[src/rtl/pll_pkg.sv]
`default_nettype none
// ============================================================================
//  Module      : pll_pkg
//  Description : Shared types and constants for the software PLL acquisition
//                sequencer: state encoding, VCO word width, default timing
//                constants and the seed clamp helper.
//  Revision    : 1.0  initial release
// ============================================================================
package pll_pkg;

   // VCO frequency word width and raw edge-count width (one extra bit so an
   // out-of-range measurement is visible to the clamp before truncation).
   localparam int VCO_W = 10;
   localparam int CNT_W = 11;

   // Defaults shared with the PLL top level.
   localparam int DEF_GATE_LOG2    = 16;
   localparam int DEF_NOSIG_CYCLES = 2000;
   localparam int DEF_WIN_LOG2     = 16;
   localparam int DEF_LOCK_ERR_MAX = 1024;
   localparam int DEF_LOCK_WINS    = 4;

   // Encoding is visible on the LED port, so the values are fixed.
   typedef enum logic [2:0] {
      ST_NOSIG   = 3'd0,
      ST_MEASURE = 3'd1,
      ST_SEED    = 3'd2,
      ST_SETTLE  = 3'd3,
      ST_TRACK   = 3'd4,
      ST_LOCKED  = 3'd5
   } pll_state_e;

   // Clamp a raw edge count into [lo, hi]. An inverted range (lo > hi) is
   // not meaningful; it resolves to hi so the result is always deterministic.
   function automatic logic [VCO_W-1:0] clamp_seed(
      input logic [CNT_W-1:0] cnt,
      input logic [VCO_W-1:0] lo,
      input logic [VCO_W-1:0] hi
   );
      logic [VCO_W-1:0] res;
      if (lo > hi)
         res = hi;
      else if (cnt > {1'b0, hi})
         res = hi;
      else if (cnt < {1'b0, lo})
         res = lo;
      else
         res = cnt[VCO_W-1:0];
      return res;
   endfunction

endpackage : pll_pkg
`default_nettype wire

[src/rtl/pll_acq_ctrl_edge_meter.sv]
`default_nettype none
// ============================================================================
//  Module      : pll_edge_meter
//  Description : Frequency gate. Counts feedback rising edges over exactly
//                2^GATE_LOG2 cycles following a clear, with a saturating
//                11-bit edge counter.
//  Ports       : clk_50   - clock
//                rst      - synchronous active-high reset
//                clear_i  - holds both counters at zero (gate restarts the
//                           cycle after clear drops)
//                rise_i   - rising edge seen this cycle
//                count_o  - edge count including this cycle's edge
//                done_o   - this cycle is the last gate cycle
//  Revision    : 1.0  initial release
// ============================================================================
module pll_edge_meter
   import pll_pkg::*;
#(
   parameter int GATE_LOG2 = DEF_GATE_LOG2
) (
   input  logic             clk_50,
   input  logic             rst,
   input  logic             clear_i,
   input  logic             rise_i,
   output logic [CNT_W-1:0] count_o,
   output logic             done_o
);

   logic [GATE_LOG2-1:0] gate_q, gate_d;
   logic [CNT_W-1:0]     edges_q, edges_d;

   always_comb begin
      gate_d  = gate_q + 1'b1;
      edges_d = edges_q;
      if (rise_i && (edges_q != '1))
         edges_d = edges_q + 1'b1;
   end

   always_ff @(posedge clk_50) begin
      if (rst || clear_i) begin
         gate_q  <= '0;
         edges_q <= '0;
      end else begin
         gate_q  <= gate_d;
         edges_q <= edges_d;
      end
   end

   // The count is taken from the next-state value so that an edge landing on
   // the final gate cycle is part of the result.
   assign count_o = edges_d;
   assign done_o  = (gate_q == '1) && !clear_i;

endmodule : pll_edge_meter
`default_nettype wire

[src/rtl/pll_acq_ctrl.sv]
`default_nettype none
// ============================================================================
//  Module      : pll_acq_ctrl
//  Description : PLL acquisition sequencer. Detects feedback activity,
//                measures the feedback frequency in VCO-word units, seeds the
//                VCO frequency register, enables the loop filter and declares
//                lock from phase-comparator slew activity.
//  Ports       : clk_50    - sole clock
//                rst       - synchronous active-high reset
//                fb        - synchronized feedback input
//                slew_fast - comparator speed-up request
//                slew_slow - comparator slow-down request
//                start     - reacquire request (level or pulse)
//                freq_min  - lower seed bound
//                freq_max  - upper seed bound
//                freq_seed - measured, clamped VCO word
//                freq_load - one-cycle VCO register load strobe
//                loop_en   - loop-filter update enable
//                locked    - lock indicator
//                state     - current state (LEDs)
//  Revision    : 1.0  initial release
// ============================================================================
module pll_acq_ctrl
   import pll_pkg::*;
#(
   parameter int GATE_LOG2    = DEF_GATE_LOG2,
   parameter int NOSIG_CYCLES = DEF_NOSIG_CYCLES,
   parameter int WIN_LOG2     = DEF_WIN_LOG2,
   parameter int LOCK_ERR_MAX = DEF_LOCK_ERR_MAX,
   parameter int LOCK_WINS    = DEF_LOCK_WINS
) (
   input  logic             clk_50,
   input  logic             rst,
   input  logic             fb,
   input  logic             slew_fast,
   input  logic             slew_slow,
   input  logic             start,
   input  logic [VCO_W-1:0] freq_min,
   input  logic [VCO_W-1:0] freq_max,
   output logic [VCO_W-1:0] freq_seed,
   output logic             freq_load,
   output logic             loop_en,
   output logic             locked,
   output logic [2:0]       state
);

   localparam int IDLE_W = $clog2(NOSIG_CYCLES + 1);
   localparam int GW_W   = $clog2(LOCK_WINS + 1);

   // ------------------------------------------------------------------------
   // Registers
   // ------------------------------------------------------------------------
   pll_state_e           state_q;
   logic [VCO_W-1:0]     seed_q;
   logic [GW_W-1:0]      good_q;
   logic                 fb_d_q;
   logic [IDLE_W-1:0]    idle_q, idle_d;
   logic [WIN_LOG2-1:0]  win_q, win_d;
   logic [WIN_LOG2-1:0]  err_q, err_d;

   // ------------------------------------------------------------------------
   // Combinational helpers
   // ------------------------------------------------------------------------
   logic                 fb_toggle;
   logic                 fb_rise;
   logic                 nosig;
   logic                 loop_active;
   logic                 tracking;
   logic                 win_end;
   logic [WIN_LOG2-1:0]  err_total;
   logic                 win_good;
   logic [GW_W-1:0]      good_d;
   logic                 meas_clear;
   logic [CNT_W-1:0]     meas_count;
   logic                 meas_done;

   assign fb_toggle   = fb ^ fb_d_q;
   assign fb_rise     = fb & ~fb_d_q;
   assign nosig       = (idle_q == IDLE_W'(NOSIG_CYCLES));
   assign loop_active = (state_q == ST_SETTLE) || (state_q == ST_TRACK) ||
                        (state_q == ST_LOCKED);
   assign tracking    = (state_q == ST_TRACK) || (state_q == ST_LOCKED);
   assign win_end     = (win_q == '1);

   // A start request always restarts the gate: either we are about to enter
   // MEASURE from another state, or MEASURE is being restarted in place.
   assign meas_clear  = (state_q != ST_MEASURE) || start;

   always_comb begin
      // Idle counter: cleared by any fb transition, saturates at the limit.
      idle_d = idle_q;
      if (fb_toggle)
         idle_d = '0;
      else if (!nosig)
         idle_d = idle_q + 1'b1;

      // Window counter only runs while the loop is enabled; it is zero on
      // SETTLE entry because SEED always precedes SETTLE.
      win_d = loop_active ? win_q + 1'b1 : '0;

      // Slew-activity total for the current window, including this cycle.
      err_total = err_q;
      if ((slew_fast || slew_slow) && (err_q != '1))
         err_total = err_q + 1'b1;

      err_d = (tracking && !win_end) ? err_total : '0;
   end

   assign win_good = (int'(err_total) <= LOCK_ERR_MAX);

   // Good-window run length; held at LOCK_WINS once reached so a long lock
   // cannot wrap the counter.
   always_comb begin
      good_d = '0;
      if (win_good)
         good_d = (good_q == GW_W'(LOCK_WINS)) ? good_q : good_q + 1'b1;
   end

   // ------------------------------------------------------------------------
   // Frequency gate
   // ------------------------------------------------------------------------
   pll_edge_meter #(
      .GATE_LOG2 (GATE_LOG2)
   ) u_meter (
      .clk_50  (clk_50),
      .rst     (rst),
      .clear_i (meas_clear),
      .rise_i  (fb_rise),
      .count_o (meas_count),
      .done_o  (meas_done)
   );

   // ------------------------------------------------------------------------
   // Activity detector and window counters
   // ------------------------------------------------------------------------
   always_ff @(posedge clk_50) begin
      if (rst) begin
         fb_d_q <= 1'b0;
         idle_q <= '0;
         win_q  <= '0;
         err_q  <= '0;
      end else begin
         fb_d_q <= fb;
         idle_q <= idle_d;
         win_q  <= win_d;
         err_q  <= err_d;
      end
   end

   // ------------------------------------------------------------------------
   // Sequencer
   // ------------------------------------------------------------------------
   // In NOSIG the idle counter is still saturated on the cycle the first
   // transition arrives, so the NOSIG exit is checked ahead of the nosig
   // override; otherwise MEASURE would start one cycle late.
   always_ff @(posedge clk_50) begin
      if (rst) begin
         state_q <= ST_NOSIG;
         seed_q  <= '0;
         good_q  <= '0;
      end else if (state_q == ST_NOSIG) begin
         if (fb_toggle)
            state_q <= ST_MEASURE;
      end else if (nosig) begin
         state_q <= ST_NOSIG;
      end else if (start) begin
         state_q <= ST_MEASURE;
      end else begin
         case (state_q)
            ST_MEASURE: begin
               if (meas_done) begin
                  seed_q  <= clamp_seed(meas_count, freq_min, freq_max);
                  state_q <= ST_SEED;
               end
            end
            ST_SEED: begin
               state_q <= ST_SETTLE;
            end
            ST_SETTLE: begin
               if (win_end) begin
                  good_q  <= '0;
                  state_q <= ST_TRACK;
               end
            end
            ST_TRACK: begin
               if (win_end) begin
                  good_q <= good_d;
                  if (good_d == GW_W'(LOCK_WINS))
                     state_q <= ST_LOCKED;
               end
            end
            ST_LOCKED: begin
               if (win_end) begin
                  good_q <= good_d;
                  if (!win_good)
                     state_q <= ST_TRACK;
               end
            end
            default: begin
               state_q <= ST_NOSIG;
            end
         endcase
      end
   end

   // ------------------------------------------------------------------------
   // Outputs, decoded from registered state
   // ------------------------------------------------------------------------
   assign freq_seed = seed_q;
   assign freq_load = (state_q == ST_SEED);
   assign loop_en   = loop_active;
   assign locked    = (state_q == ST_LOCKED);
   assign state     = state_q;

endmodule : pll_acq_ctrl
`default_nettype wire

[config.mk]
export PLATFORM = sky130hd
export DESIGN_NAME = pll_acq_ctrl
export DESIGN_NICKNAME = d
export VERILOG_FILES = /design/src/rtl/pll_pkg.sv /design/src/rtl/pll_acq_ctrl_edge_meter.sv /design/src/rtl/pll_acq_ctrl.sv
export SDC_FILE = /design/constraint.sdc
export NUM_CORES = 1
export LEC_CHECK = 0
export BUFFER_PORTS_ARGS = -buffer_cell sky130_fd_sc_hd__buf_2
export CAP_MARGIN = 30
export CORE_ASPECT_RATIO = 0.8
export CORE_MARGIN = 2
export CORE_UTILIZATION = 35
export CTS_CLUSTER_SIZE = 30
export DETAILED_ROUTE_END_ITERATION = 10
export HOLD_SLACK_MARGIN = 0.08
export PLACE_DENSITY = 0.55
export SYNTH_ARGS = -nofsm -noshare
export SYNTH_HDL_FRONTEND = slang
export SYNTH_SLANG_ARGS = --single-unit
[constraint.sdc]
create_clock -name clk_50 -period 5.4 [get_ports clk_50]
set_clock_uncertainty 0.2 [all_clocks]
set_input_delay 1.35 -clock clk_50 [delete_from_list [all_inputs] [get_ports clk_50]]
set_output_delay 1.35 -clock clk_50 [all_outputs]
set_load 0.05 [all_outputs]
======== Yosys cells after proc, flatten, opt, wreduce, memory -nomap -nowiden ========
Index checks and enable logic that the tools add are counted.
word-level totals
  bits in registers ....................... 87
  logic and storage cells ................. 91
  output and inout port bits .............. 16
operators by class
  $lt $le $gt $ge ......................... 4
  add/subtract/negate cells ............... 6
  reduce and logical (&&, ||, !) cells .... 21
  bitwise gates (word level) .............. 8
  equality and inequality tests ........... 22
  mux-type cells .......................... 21
operator list
  kind                                                                     number
  16-bit by 1-bit adder with 16-bit output, second input constant          3
  3-bit two-way mux                                                        14
  16-bit == test, second input constant                                    2
  10-bit two-way mux                                                       3
  11-bit by 1-bit adder with 11-bit output, second input constant          2
  16-bit by 11-bit <= comparator with 1-bit output, second input constant  1
  16-bit two-way mux                                                       1
  16-bit inequality test, second input constant                            1
  5-bit by 4-bit inequality test with 1-bit output, second input constant  3
  3-bit one-hot mux with 5 select lines                                    1
  3-bit == test, second input constant                                     4
  11-bit == test, second input constant                                    1
  11-bit by 10-bit greater-than comparator with 1-bit output               1
  11-bit by 10-bit less-than comparator with 1-bit output                  1
  11-bit two-way mux                                                       1
  11-bit inequality test, second input constant                            1
  10-bit greater-than comparator                                           1
  2-bit OR reduction                                                       4
  7-bit AND reduction                                                      1
  3-bit by 2-bit == test with 1-bit output, second input constant          2
  1-bit logical OR                                                         6
  1-bit inverter                                                           6
  3-bit one-hot mux with 2 select lines                                    1
  6-bit AND reduction                                                      1
  15 further kinds                                                         20

======== Longest topological paths before layout ========
Gate-level depths: netlist (run 1).
  depth in word-level cells ............... 12
  depth in mapped cells ................... 17
  depth with buffers taken out ............ 16

======== By module ========
A second synthesis (run 1) with hierarchy kept.
unflattened totals
  cells, all modules ...................... 624
  area total of the unflattened synthesis .. 5193.7 sq um
by module, submodules not included
  module          cells an instance  area an instance (sq um)  seq. area each (sq um)  times used
  pll_acq_ctrl    481                3897.5                    1201.2                  1
  pll_edge_meter  143                1296.2                    540.5                   1

======== Worst setup path after synthesis (run 1) ========
Ideal clock, no wire load.
  path kind ............................... input port to flip-flop
  from .................................... input port fb
  to ...................................... register seed_q[8] (netlist: freq_seed[8])
  path buffers ............................ 1
  library setup time ...................... 138 ps
  stages on the path ...................... 15
  arrival ................................. 4202 ps
  path slack .............................. 861 ps
  path through ............................ ha_1 -> inv_1 -> a41oi_2 -> and2_1 -> and4_1 -> xor2_1 -> ha_1 -> nand3_1 -> nor2_1 -> a221oi_1 -> o211ai_1 -> nor3_1 -> buf_2 -> mux2i_1 -> o221ai_1
between the ends
  word-level cells in the longest chain between the ends .. 7
  elaborated cells on any way between the ends .. 8
  classes of those cells .................. order compare: 2; mux: 4; bitwise: 1; reduce/logical: 1
RTL lines
  element                                                  RTL line                       text
  from (decl)                                              pll_acq_ctrl.sv:34             input logic fb,
  1-bit bitwise AND *                                      pll_acq_ctrl.sv:78             assign fb_rise = fb & ~fb_d_q;
  1-bit logical AND *                                      pll_acq_ctrl_edge_meter.sv:35  if (rise_i && (edges_q != '1))
  11-bit two-way mux *                                     pll_acq_ctrl_edge_meter.sv:35
  named net meas_count[9]                                  pll_acq_ctrl.sv:74             logic [CNT_W-1:0] meas_count;
  11-bit by 10-bit less-than comparator with 1-bit output  pll_pkg.sv:45                  else if (cnt < {1'b0, lo})
  10-bit two-way mux                                       pll_pkg.sv:45
  10-bit two-way mux *                                     pll_pkg.sv:43                  else if (cnt > {1'b0, hi})
  10-bit two-way mux *                                     pll_pkg.sv:41                  if (lo > hi)
  to (signal assigned)                                     pll_acq_ctrl.sv:172            seed_q <= clamp_seed(meas_count, freq_min, freq_max);
  to (decl)                                                pll_acq_ctrl.sv:54             logic [VCO_W-1:0] seed_q;
The timed path passes the listed nets; every way through them passes the cells marked *.
A chain may end at the register's enable or synchronous reset.

======== Final worst setup path (run 1) ========
  from .................................... input port fb
  to ...................................... register seed_q[7] (netlist: freq_seed[7])
Same word-level chain as after synthesis.

==> results_dict.tcl, run 1 <==
set metrics [dict create \
    status "completed" \
    worst_r2r_path_depth 16 \
    synth_edf_count 0 \
    relSlewSlack_pct 34.9 \
    worstPathArrival_ns 4.80 \
    cts_root_buf "clkbuf_16" \
    synth_area_leaders "dfxtp_1 35%, ha_1 9.5%, xor2_1 5.9%, nor2_1 5.8%, nand3_1 3.7%" \
    holdPathStages 1 \
    avgViaCountPerCell 5.25 \
    postRouteAntennaNets 0 \
    place_hpwl_um 8650 \
    htreeDepth 3 \
    ios 42 \
    critPathLaunchType "primary input" \
    required_ns 5.46 \
    postCtsSetupBuffers 0 \
    clk_pin_slew_ns 0.06 \
    path_class "in2reg" \
    syn2layout_area_growth_pct 13.8 \
    synth.largest_area_cell "dfxtp_1" \
    finalPower_uw 1370 \
    max_freq_ghz 0.211 \
    grt_overflow 0 \
    grt_pass1_vias 3963 \
    antennaDiodeCount 0 \
    synth.most_common_cell "dfxtp_1" \
    synth_area_mm2 0.00503 \
    clock-sinks 87 \
    clock_path_buffers 2 \
    p_per_area_mw_per_mm2 239 \
    slew_viol_final 0 \
    synth.top_cells.by_count "87 x dfxtp_1, 78 x nor2_1, 38 x ha_1, 38 x nand2_1, 37 x nand3_1" \
    worst_pin_slew_ns 0.977 \
    synth.avg_cell_area_um2 8.54 \
    firstDrtPassIters 5 \
    yosysSeqAreaShare_pct 34.6 \
    rsz0062_at_grt "no" \
    clk_latency_ns 0.34 \
    vdd.ir_drop.worst_mv 0.144 \
    die_w_um 138 \
    wl_per_cell_um 14.1 \
    yosys.cell_types.count 60 \
    synth_top_area_share_pct 34.6 \
    yosysWarnings 0 \
    hold_path.class "reg2reg" \
    drv_cap 0 \
    final_area_mm2 0.00572 \
    grt_max_degree 28 \
    drtIter0Drc 314 \
    cp_max_fo 8 \
    die_area_mm2 0.0153 \
    synth_flop_cell "dfxtp_1" \
    nNetsFinal 691 \
    dr_total_vias 4282 \
    timing.final.hold_violations 0 \
    ys_ff_latch 87 \
    start_util_pct 35.5 \
    setup_viol 0 \
    route.detailed.drc 0 \
    drive_gt1_share_pct 11.9 \
    cts_resized 0 \
    placed_area_mm2 0.00542 \
    grt_antenna_before_repair 0 \
    timing.setup.tns_ns 0 \
    postCtsHoldBufs 0 \
    die_h_um 111 \
    rows 39 \
    portBuffers 41 \
    worstSetupEndpointType "flop" \
    grt_usage_pct 15.4 \
    place_congestion 0.860 \
    numCtsBuffers 9 \
    synth-async-reset-ratio_pct 0 \
    fin_util_pct 40.4 \
    grt_pass1_wl_um 19500 \
    postSynthNetCount 653 \
    leakagePower_uw 0.00235 \
    synthCells 589 \
    fin_crit_sh_pct 87.8 \
    min_period_ns 4.74 \
    drt-total-wl_um 11500 \
    cts_tree "built" \
    fp.coreArea_mm2 0.0142 \
]
where the power goes:
part | internal [uW] | leakage, uW | switching [uW]
combinational | 32.9 | 0.00151 | 54.5
clock | 371 | 0.000142 | 257
sequential | 645 | 0.000701 | 4.89
total | 1050 | 0.00235 | 317
cells in the final DEF, fill, tap and decap left out, drive strengths merged, types with 5 or more instances in the layout:
cell | netlist | final
buf | 5 | 44
o21ai | 13 | 13
and2 | 5 | 5
and3 | 17 | 17
mux2i | 13 | 13
a21o | 6 | 6
clkbuf | 12 | 11
nand2 | 38 | 38
nand4 | 22 | 22
inv | 36 | 37
nand3 | 37 | 37
o211ai | 7 | 7
xor2 | 34 | 34
and4 | 13 | 13
a21oi | 23 | 23
nor2 | 78 | 78
nor3 | 12 | 12
xnor2 | 22 | 22
o221ai | 7 | 7
nor2b | 13 | 13
dfxtp | 87 | 87
ha | 38 | 38
a31oi | 5 | 5
nor4 | 5 | 5
flip-flops by register name (all words and copies together), names as in the netlist:
| name | flops |
|---|---|
| state | 3 |
| freq_seed | 10 |
| fb_d_q | 1 |
| u_meter.edges_q | 11 |
| u_meter.gate_q | 16 |
| idle_q | 11 |
| err_q | 16 |
| good_q | 3 |
| win_q | 16 |
layer usage:
metal  global-route usage [%]  share of wire, %
met1                     21.7                50
met2                     23.1                44
met3                     4.75               5.3
met4                     3.47              0.83
met5                        0                 0
cell type report:
cell class | count | area, um2
clock buffer | 11 | 243
clock inverter | 4 | 55.1
timing repair buffer | 44 | 228
multi-input combinational | 449 | 3090
tap | 184 | 230
inverter | 36 | 135
sequential | 87 | 1740
fill | 1416 | 8430
worst paths after layout:
path | startpoint | to | slack (ns)
worst max-delay path | fb | freq_seed[7] | 0.66
worst min-delay path | u_meter.gate_q[0] | u_meter.gate_q[0] | 0.26
worst max register to register | u_meter.edges_q[0] | freq_seed[7] | 1.20
worst min register to register | u_meter.gate_q[0] | u_meter.gate_q[0] | 0.26
stage by stage:
step	worst slack, ns	std cells	hold slack, ns
2_1_floorplan	0.861	589	0.226
3_3_place_gp	0.581	800	0.243
3_5_place_dp	0.418	800	0.251
4_1_cts	0.748	815	0.266
5_1_grt	0.436	815	0.302
6_report	0.658	815	0.260
worst max-delay path, stage by stage:
cell	delay, ns
buf_2	0.10
ha_1	0.18
inv_1	0.06
a41oi_2	0.38
and2_1	0.22
and4_1	0.22
xor2_1	0.33
ha_1	0.33
nand3_1	0.11
nor2_1	0.10
a221oi_1	0.37
o211ai_1	0.17
nor3_2	0.16
buf_4	0.19
nor2_1	0.05
a2111o_1	0.39
o211ai_1	0.09
kinds of logic (layout without fill, tap and decap cells):
logic type	after synthesis	in the layout	synth area share, %
AOI/OAI and AO/OA	84	84	12.0
buffers and inverters	53	95	4.06
xor gates and xnor gates	56	56	10.1
and+or+nand+nor	257	257	26.9
muxes	14	14	2.81
adders and majority gates	38	38	9.46
DFF	87	87	34.6
No activity file was read; power rests on OpenSTA's default activity.
==> run 2, diff against run 1 <==
PLACE_DENSITY = 0.57   (was 0.55)
SYNTH_HIERARCHICAL = 1   (was not set)
clock period = 4.29 ns   (was 5.4 ns; I/O delays follow)
==> results_dict.tcl, run 2 <==
set metrics [dict create \
    grt_overflow 0 \
    die_area_mm2 0.0158 \
    htreeDepth 3 \
    drive_gt1_share_pct 13.0 \
    min_period_ns 4.04 \
    met3_usage_pct 2.79 \
    cts_root_buf "clkbuf_16" \
    cts_tree "built" \
    firstDrtPassIters 5 \
    grt_pass1_vias 4175 \
    ys_ff_latch 87 \
    drt-total-wl_um 12200 \
    synth.most_common_cell "dfxtp_1" \
    cp_max_fo 6 \
    path_class "in2reg" \
    final_cell_mix "87 x dfxtp_1, 76 x nor2_1, 45 x nand2_1" \
    yosysSeqAreaShare_pct 33.5 \
    synth.avg_cell_area_um2 8.32 \
    synth_area_mm2 0.00519 \
    numCtsBuffers 9 \
    avgViaCountPerCell 5.33 \
    relSlewSlack_pct 33.1 \
    wl_per_cell_um 14.2 \
    layout_setup_ws_ns 0.250 \
    clock_path_buffers 2 \
    clk_latency_ns 0.34 \
    synthCells 624 \
    combPwrFrac_pct 6.9 \
    drv_cap 0 \
    final_common_cell "dfxtp_1" \
    crit_end "freq_seed[0]" \
    critPathLaunchType "primary input" \
    fin_crit_sh_pct 94.2 \
    postCtsSetupBuffers 0 \
    power_frac_seq_pct 43.6 \
    rsz0062_at_grt "no" \
    required_ns 4.31 \
    crit_path_cell_trace "buf_2 -> ha_1 -> nand3_1 -> a2111oi_1 -> nor2_1 -> ha_1 -> or4_1 -> nand3_1 -> a21oi_1 -> inv_1 -> o21ai_0 -> buf_4 -> a2111oi_0 -> o31ai_1" \
    max_freq_ghz 0.248 \
    nNetsFinal 730 \
    place_congestion 0.911 \
    postSynthNetCount 688 \
    timing.final.hold_violations 0 \
    fp.coreArea_mm2 0.0144 \
    yosysWarnings 6 \
    die_w_um 140 \
    path_buf_inv 3 \
    worstSetupEndpointType "flop" \
    synth-async-reset-ratio_pct 0 \
    r2r_setup_slack_ns 0.42 \
    r2r_end "freq_seed[5]" \
    p_sw_uw 428 \
    antennaDiodeCount 0 \
    worst_pin_slew_ns 0.999 \
    place_hpwl_um 9190 \
    grt_usage_pct 15.7 \
    ios 42 \
    fill_cells 1391 \
    drtIter0Drc 278 \
    yosys.cell_types.count 67 \
    switching_share_pct 22.9 \
    clock-sinks 87 \
    multi_input_area_mm2 0.00321 \
    syn2layout_area_growth_pct 15.1 \
    synth_flop_cell "dfxtp_1" \
    place_ws_ns -0.182 \
    portBuffers 41 \
    vdd.ir_drop.worst_mv 0.228 \
    synth.largest_area_cell "dfxtp_1" \
    critPathSlowestCell "or4_1" \
    clk_pin_slew_ns 0.07 \
    postRouteAntennaNets 0 \
    grtUsageMet2_pct 24.9 \
    setup.worst_path.start "fb" \
    max_stage_delay_ns 0.50 \
    timing.setup.tns_ns 0 \
    setup_viol 0 \
    grt_max_degree 20 \
    grt_antenna_before_repair 0 \
    worstPathArrival_ns 4.06 \
    synth_top_area_share_pct 33.5 \
    p_int_uw 1440 \
    leakagePower_uw 0.00241 \
    slew_viol_final 0 \
    postCtsHoldBufs 0 \
    die_h_um 113 \
    route.detailed.drc 0 \
    seq_area_mm2 0.00174 \
    grt_use_met1_pct 21.9 \
    synth_area_leaders "dfxtp_1 34%, ha_1 9.2%, nor2_1 5.5%, xor2_1 4.0%, xnor2_1 3.4%" \
    synth.top_cells.by_count "87 x dfxtp_1, 76 x nor2_1, 45 x nand2_1" \
    grt_pass1_wl_um 20500 \
    rows 39 \
    top_regs "err_q x16, u_meter/gate_q x16, win_q x16" \
    busiest_layer "met2" \
    rr_startpoint "u_meter/edges_q[0]" \
    power.share.clock_pct 49.4 \
    cpLargestDelayFamily "compound AO/OA/AOI/OAI gates" \
    status "completed" \
    hold_path.class "reg2reg" \
    start_util_pct 36.1 \
    dr_total_vias 4556 \
    worst_r2r_path_depth 13 \
    cp.depth 14 \
    finalPower_uw 1870 \
    synth_edf_count 0 \
    p_per_area_mw_per_mm2 312 \
]
run 2: cell count changes after synthesis, sizes merged, moves of 4 or more:
cell / previous run / this run
a211oi: 2 / 6
a21oi: 23 / 19
and2: 5 / 12
and4: 13 / 6
clkbuf: 12 / 16
nand2: 38 / 45
nand3: 37 / 30
nor3b: 0 / 4
nor4: 5 / 11
o211ai: 7 / 11
o21ai: 13 / 24
o221ai: 7 / 0
or3: 2 / 8
xor2: 34 / 24
run 2: kinds of logic after synthesis:
| logic type | count (synthesis) | synth area share, % |
|---|---|---|
| AND/OR/NAND/NOR | 272 | 27.6 |
| AO/OA/AOI/OAI | 100 | 13.3 |
| flip-flops | 87 | 33.5 |
| buffers and inverters | 62 | 4.70 |
| XOR/XNOR | 44 | 7.42 |
| adder cells (fa/ha/maj) | 39 | 9.35 |
| multiplexers | 20 | 4.10 |
run 2: worst min-delay path by stage:
| stage | start | end | depth (start not counted) |
|---|---|---|---|
| 3_5_place_dp | u_meter/gate_q[0] | u_meter/gate_q[0] | 1 |
| 6_report | win_q[0] | win_q[0] | 1 |
| 2_1_floorplan | u_meter/gate_q[0] | u_meter/gate_q[0] | 1 |
| 3_3_place_gp | u_meter/gate_q[0] | u_meter/gate_q[0] | 1 |
| 5_1_grt | u_meter/gate_q[0] | u_meter/gate_q[0] | 1 |
| 4_1_cts | win_q[0] | win_q[0] | 1 |
run 2: area by class of cell:
class,count,area share (%)
clock buffer,9,3.77
clock inverter,7,2.13
inverter,40,2.51
multi-input combinational,475,53.7
sequential,87,29.1
tap,184,3.85
timing repair buffer,53,4.94
run 2: power groups by stage:
stage / clock, uW / sequential, uW / combinational [uW]
3_5_place_dp: 0 / 834 / 128
2_1_floorplan: 0 / 840 / 75.9
6_report: 924 / 815 / 129
3_3_place_gp: 0 / 834 / 125
5_1_grt: 984 / 816 / 143
4_1_cts: 944 / 815 / 129
run 2: repair_timing:
action,in CTS,in global routing
endpoints found under the setup margin,0,1
endpoints found under the hold margin,0,0
resized for setup,0,1
run 2: layer usage:
metal	wire [um]	vias up
li1	-	2290
met1	6030	2167
met2	5480	81
met3	434	18
met4	239	0
met5	0	-
run 2: stage by stage:
step / util (%) / std cells / instance area (um2) / hold slack, ns
after floorplan: - / 624 / 5190 / 0.213
after global placement: 39.1 / 839 / 5630 / 0.222
after detailed placement: 39.1 / 839 / 5630 / 0.240
after CTS: 41.5 / 855 / 5980 / 0.267
after global routing: 41.5 / 855 / 5980 / 0.290
final: 41.5 / 855 / 5980 / 0.264
